## src/rtl/pipe_pkg.sv

```systemverilog
// Shared types for pipeline stage registers: per-boundary control payloads,
// their bubble (NOP) encodings, and the occupancy state of a stage register.
package pipe_pkg;

  typedef struct packed {
    logic       reg_write;
    logic [1:0] result_src;
  } ctrl_mw_t;

  typedef struct packed {
    logic       reg_write;
    logic [1:0] result_src;
    logic       mem_write;
  } ctrl_em_t;

  typedef struct packed {
    logic       reg_write;
    logic [1:0] result_src;
    logic       mem_write;
    logic       jump;
    logic       branch;
    logic [2:0] alu_control;
    logic       alu_src;
  } ctrl_de_t;

  localparam ctrl_mw_t CTRL_MW_NOP = '0;
  localparam ctrl_em_t CTRL_EM_NOP = '0;
  localparam ctrl_de_t CTRL_DE_NOP = '0;

  typedef enum logic [1:0] {
    EMPTY = 2'd0,
    ONE   = 2'd1,
    TWO   = 2'd2
  } stage_state_e;

endpackage

```

## src/rtl/pipe_stage_reg_if.sv

```systemverilog
// Valid/ready stream carrying one WIDTH-bit payload; master drives the beat,
// slave answers with ready.
interface pipe_stage_reg_if #(
  parameter int WIDTH = 3
) ();
  logic             valid;
  logic             ready;
  logic [WIDTH-1:0] data;

  modport master (output valid, output data, input ready);
  modport slave  (input valid, input data, output ready);
endinterface

```

## src/rtl/pipe_slot.sv

```systemverilog
// One valid+data holding register; clear returns it to the NOP payload and
// wins over load so a flush always empties the slot.
module pipe_slot #(
  parameter int               WIDTH     = 3,
  parameter logic [WIDTH-1:0] NOP_VALUE = '0
) (
  input  logic             clk,
  input  logic             rst_n,
  input  logic             load,
  input  logic             clear,
  input  logic [WIDTH-1:0] load_data,
  output logic             valid,
  output logic [WIDTH-1:0] data
);

  logic             valid_d, valid_q;
  logic [WIDTH-1:0] data_d, data_q;

  always_comb begin
    valid_d = valid_q;
    data_d  = data_q;
    if (clear) begin
      valid_d = 1'b0;
      data_d  = NOP_VALUE;
    end else if (load) begin
      valid_d = 1'b1;
      data_d  = load_data;
    end
  end

  always_ff @(posedge clk or negedge rst_n) begin
    if (!rst_n) begin
      valid_q <= 1'b0;
      data_q  <= NOP_VALUE;
    end else begin
      valid_q <= valid_d;
      data_q  <= data_d;
    end
  end

  assign valid = valid_q;
  assign data  = data_q;

endmodule

```

## src/rtl/pipe_stage_reg.sv

```systemverilog
// Reusable pipeline stage register: valid/ready payload hand-off with optional
// skid slot, synchronous flush, NOP output when empty and a stall counter.
module pipe_stage_reg
  import pipe_pkg::*;
#(
  parameter int               WIDTH     = 3,
  parameter logic [WIDTH-1:0] NOP_VALUE = '0,
  parameter bit               SKID      = 1'b1,
  parameter int               CNT_W     = 16
) (
  input  logic                  clk,
  input  logic                  rst_n,
  pipe_stage_reg_if.slave       in_if,
  pipe_stage_reg_if.master      out_if,
  input  logic                  flush,
  output logic [CNT_W-1:0]      stall_cnt
);

  logic             mv, sv;
  logic [WIDTH-1:0] md, sd;
  logic             acc, take;
  logic             main_load, main_clear, skid_load, skid_clear;
  logic [WIDTH-1:0] main_src;
  logic [CNT_W-1:0] stall_cnt_d, stall_cnt_q;
  stage_state_e     state;

  // Without a skid slot, in_ready must look through to out_ready so a full
  // stage can still accept in the same cycle it is drained.
  assign in_if.ready = SKID ? ~sv : (~mv | out_if.ready);
  assign acc         = in_if.valid & in_if.ready;
  assign take        = mv & out_if.ready;

  // Occupancy lives in the slot valid bits; the enum is a decoded view of them.
  assign state = sv ? TWO : (mv ? ONE : EMPTY);

  always_comb begin
    main_load  = 1'b0;
    main_clear = 1'b0;
    main_src   = in_if.data;
    skid_load  = 1'b0;
    skid_clear = 1'b0;
    if (flush) begin
      main_clear = 1'b1;
      skid_clear = 1'b1;
    end else begin
      unique case (state)
        EMPTY: main_load = acc;
        ONE: begin
          if (acc && take)  main_load  = 1'b1;
          else if (acc)     skid_load  = 1'b1;
          else if (take)    main_clear = 1'b1;
        end
        TWO: begin
          if (take) begin
            main_load  = 1'b1;
            main_src   = sd;
            skid_clear = 1'b1;
          end
        end
        default: main_clear = 1'b1;
      endcase
    end
  end

  pipe_slot #(.WIDTH(WIDTH), .NOP_VALUE(NOP_VALUE)) u_main (
    .clk       (clk),
    .rst_n     (rst_n),
    .load      (main_load),
    .clear     (main_clear),
    .load_data (main_src),
    .valid     (mv),
    .data      (md)
  );

  generate
    if (SKID) begin : g_skid
      pipe_slot #(.WIDTH(WIDTH), .NOP_VALUE(NOP_VALUE)) u_skid (
        .clk       (clk),
        .rst_n     (rst_n),
        .load      (skid_load),
        .clear     (skid_clear),
        .load_data (in_if.data),
        .valid     (sv),
        .data      (sd)
      );
    end else begin : g_no_skid
      assign sv = 1'b0;
      assign sd = NOP_VALUE;
    end
  endgenerate

  assign out_if.valid = mv;
  assign out_if.data  = md;

  always_comb begin
    stall_cnt_d = stall_cnt_q;
    if (mv && !out_if.ready && stall_cnt_q != '1)
      stall_cnt_d = stall_cnt_q + 1'b1;
  end

  always_ff @(posedge clk or negedge rst_n) begin
    if (!rst_n) stall_cnt_q <= '0;
    else        stall_cnt_q <= stall_cnt_d;
  end

  assign stall_cnt = stall_cnt_q;

endmodule

```

## src/flat_wrapper.sv

```systemverilog
// flat-port wrapper written by rule: the top's interface ports become plain ports
module pipe_stage_reg_flat import pipe_pkg::*;
#(
  parameter int               WIDTH     = 3,
  parameter logic [WIDTH-1:0] NOP_VALUE = '0,
  parameter bit               SKID      = 1'b1,
  parameter int               CNT_W     = 16
)
  (clk, rst_n, flush, stall_cnt, in_if_valid, in_if_data, in_if_ready, out_if_valid, out_if_data, out_if_ready);
  pipe_stage_reg_if #(.WIDTH(WIDTH)) in_if_i ();
  pipe_stage_reg_if #(.WIDTH(WIDTH)) out_if_i ();
  input  logic clk;
  input  logic rst_n;
  input  logic flush;
  output logic [CNT_W-1:0] stall_cnt;
  input wire logic [$bits(in_if_i.valid)-1:0] in_if_valid;
  input wire logic [$bits(in_if_i.data)-1:0] in_if_data;
  output wire logic [$bits(in_if_i.ready)-1:0] in_if_ready;
  output wire logic [$bits(out_if_i.valid)-1:0] out_if_valid;
  output wire logic [$bits(out_if_i.data)-1:0] out_if_data;
  input wire logic [$bits(out_if_i.ready)-1:0] out_if_ready;
  assign in_if_i.valid = in_if_valid;
  assign in_if_i.data = in_if_data;
  assign in_if_ready = in_if_i.ready;
  assign out_if_valid = out_if_i.valid;
  assign out_if_data = out_if_i.data;
  assign out_if_i.ready = out_if_ready;
  pipe_stage_reg #(.WIDTH(WIDTH), .NOP_VALUE(NOP_VALUE), .SKID(SKID), .CNT_W(CNT_W)) u_core (.clk(clk), .rst_n(rst_n), .in_if(in_if_i), .out_if(out_if_i), .flush(flush), .stall_cnt(stall_cnt));
endmodule
```

## config.mk

```make
export PLATFORM = sky130hd
export DESIGN_NAME = pipe_stage_reg_flat
export DESIGN_NICKNAME = d
export VERILOG_FILES = /design/src/rtl/pipe_pkg.sv /design/src/rtl/pipe_stage_reg_if.sv /design/src/rtl/pipe_slot.sv /design/src/rtl/pipe_stage_reg.sv /design/src/flat_wrapper.sv
export SDC_FILE = /design/constraint.sdc
export NUM_CORES = 1
export LEC_CHECK = 0
export ABC_AREA = 1
export CORE_MARGIN = 4
export CORE_UTILIZATION = 54
export CTS_BUF_LIST = sky130_fd_sc_hd__clkbuf_8 sky130_fd_sc_hd__clkbuf_16
export DETAILED_ROUTE_END_ITERATION = 10
export PLACE_DENSITY = 0.83
export SLEW_MARGIN = 20
export SYNTH_ARGS = -nofsm -noshare
export SYNTH_HDL_FRONTEND = slang
export SYNTH_HIERARCHICAL = 1
export SYNTH_SLANG_ARGS = --single-unit
export TNS_END_PERCENT = 50
```

## constraint.sdc

```tcl
create_clock -name clk -period 3.8 [get_ports clk]
set_input_delay 1.14 -clock clk [delete_from_list [all_inputs] [get_ports clk]]
set_output_delay 1.14 -clock clk [all_outputs]
set_load 0.02 [all_outputs]
```

==> results.ini <==
[setup_path]
path_cells=inv_1 > clkdlybuf4s50_1
critPathBufInv=2
cp-startpoint=u_core/g_skid.u_skid/valid$_DFFE_PN0P_
path_max_fanout=4
crit-reg2reg-launch=u_core/stall_cnt[0]$_DFFE_PN0P_
cp.arrival_ns=1.40
path_delay_family=buffers and inverters
required_ns=2.66
crit_path_start_kind=flop
r2r_end=u_core/stall_cnt[3]$_DFFE_PN0P_
critPathMaxStageDelay_ns=0.61
critical_path_class=flop to primary output
rrSetupSlack_ns=2.07
critical-path-slowest-cell=clkdlybuf4s50_1
r2r_cells=7
critPathCaptureType=primary output

[cells_and_area]
drive_above_1_share_pct=6.47
n_antenna_cell=0
finalNetCount=243
synthToLayoutAreaGrowth_pct=24.3

[timing]
fmax_ghz=0.394
slew-limit-headroom_pct=65.2
finalCritPeriodShare_pct=66.7
slew_viol_final=0
finalSetupViolations=0
finalHoldViolations=0
rsz0062_at_grt=no
worst_pin_slew_ns=0.517
min_period_ns=2.54
fin_setup_tns_ns=0
finClkSkew_ns=0.00150

[drt]
routed_wl_um=3260
avgRoutedWirePerCell_um=12.4
drc_errors=0
vias=1384
dr.pass1.iters=4
drt_iter0_drc=87
final_antenna_net_count=0
via_per_inst=5.28

[yosys]
netlist-cell-type-count=16
syn-num-nets=211
syn_area_per_cell_um2=7.01
ys_seq_area_share_pct=42.4
synth_top_cell_area_share_pct=42.4
ys_ff_latch=24
syn_area_um2=1420
synth_area_leader_cell=dfrtp_1
yosys_warnings=6
synthTopCellsByArea=dfrtp_1 42%, nand2_1 21%, nor2_1 6.1%, nand3_1 6.0%, inv_1 5.8%
synth_cells=202

[min_path]
holdPathStages=2
hold_class=flop to flop
min_to=u_core/u_main/data[0]$_DFFE_PN0P_
hold_path_startpoint=u_core/u_main/data[0]$_DFFE_PN0P_

[cts]
cts_resized=0
path_clk_slew_ns=0.08
cts_root_buf=clkbuf_8
hold_buffers=0
htree_levels=1
clkLatencyLatePin_ns=0.26
cts_buffer_depth=2
post_cts.repair.setup_buffers=0
cts_sinks=24
cts_tree=done
cts_made_buffers=3

[outcome]
status=completed

[die]
start_util_pct=56.7
die_w_um=59.2
core_um2=2500
fp.dieArea_um2=3510
io_pins=29
num_rows=18
die_y_um=59.2

[placement]
io_buffers=28
dp_hpwl_um=2450
gp_congestion=0.895

[global_route]
grt_pass1_vias=1240
grt-ovfl-total=0
grt_pass1_wl_um=5490
grt_max_degree=25
antenna_found_initial=0
grtUsageTotal_pct=20.2

[flow_run]
maxCapViolCount=0

[power]
leakagePower_nw=0.821
p_per_area_nw_per_um2=366
finalPower_mw=0.644
peakVddDrop_v=0.000304

-- metal layers --
| metal | GRT usage [%] | up-vias | routed length [µm] |
|---|---|---|---|
| met3 | 2.61 | 6 | 192 |
| met4 | 6.15 | 0 | 45 |
| met1 | 29.8 | 641 | 1520 |
| met5 | 0 | - | 0 |
| met2 | 30.6 | 46 | 1500 |
| li1 | - | 691 | - |
-- flip-flops by register name (all words and copies together), names as in the netlist --
register / cells
u_core/g_skid.u_skid/valid: 1
u_core/g_skid.u_skid/data: 3
u_core/u_main/data: 3
u_core/u_main/valid: 1
u_core/stall_cnt: 16
-- final cells by class --
cell class                      count  area, µm²
Multi-Input combinational cell    153        707
Fill cell                         203        739
Clock buffer                        3       41.3
Sequential cell                    24        601
Inverter                           23       86.3
Tap cell                           30       37.5
Timing Repair Buffer               29        288
-- worst min-delay path: stages, from the launching register on --
cell,delay [ns]
dfrtp_1,0.35
nand2_1,0.05
nand2_1,0.05
-- cell usage in the layout (no fill, tap or decap), types with 5 or more instances in the layout --
cell,instances
nand3_1,17
nor2_2,5
inv_1,22
clkdlybuf4s50_1,28
nor2_1,23
nand4_1,8
dfrtp_1,24
o21ai_0,5
nand2_1,81
-- power by group --
part | switching [mW] | internal, mW | total (mW) | leakage, nW
registers | 0.0374 | 0.281 | 0.318 | 0.327
logic | 0.0947 | 0.0807 | 0.175 | 0.472
clock network | 0.0791 | 0.0709 | 0.150 | 0.0216
-- per-stage QoR --
step	worst slack, ns	instance area [µm²]	util [%]	cells	hold WS [ns]
floorplan	1.81	1420	-	202	0.438
global placement	1.26	1720	68.8	259	0.453
detailed placement	1.17	1720	68.8	259	0.463
CTS	1.26	1760	70.4	262	0.478
global route	1.21	1760	70.4	262	0.509
finish	1.26	1760	70.4	262	0.473
-- worst max path at each step --
stage          cells past startpoint                                 to  slack, ns
5_1_grt                            2                        in_if_ready       1.21
3_3_place_gp                       5    u_core/stall_cnt[3]$_DFFE_PN0P_       1.26
2_1_floorplan                      6  u_core/u_main/data[1]$_DFFE_PN0P_       1.81
3_5_place_dp                       5    u_core/stall_cnt[3]$_DFFE_PN0P_       1.17
6_report                           2                        in_if_ready       1.26
4_1_cts                            2                        in_if_ready       1.26
-- cell usage after synthesis (all sizes together) --
cell type	instances
dfrtp	24
o31ai	1
buf	2
clkinv	1
xor2	3
nand3	17
o21ai	5
xnor2	3
nor2	28
nand4	8
ha	1
inv	22
nand2	84
mux2	3
-- logic make-up after synthesis --
group / after synthesis / share of synthesized area (%)
adders and majority gates: 1 / 0.883
AOI/OAI and AO/OA: 6 / 2.30
DFF: 24 / 42.4
and+or+nand+nor: 137 / 40.6
xor gates and xnor gates: 6 / 3.71
buffers and inverters: 25 / 7.69
muxes: 3 / 2.38
Note: power is estimated with default switching activity, not from simulation.
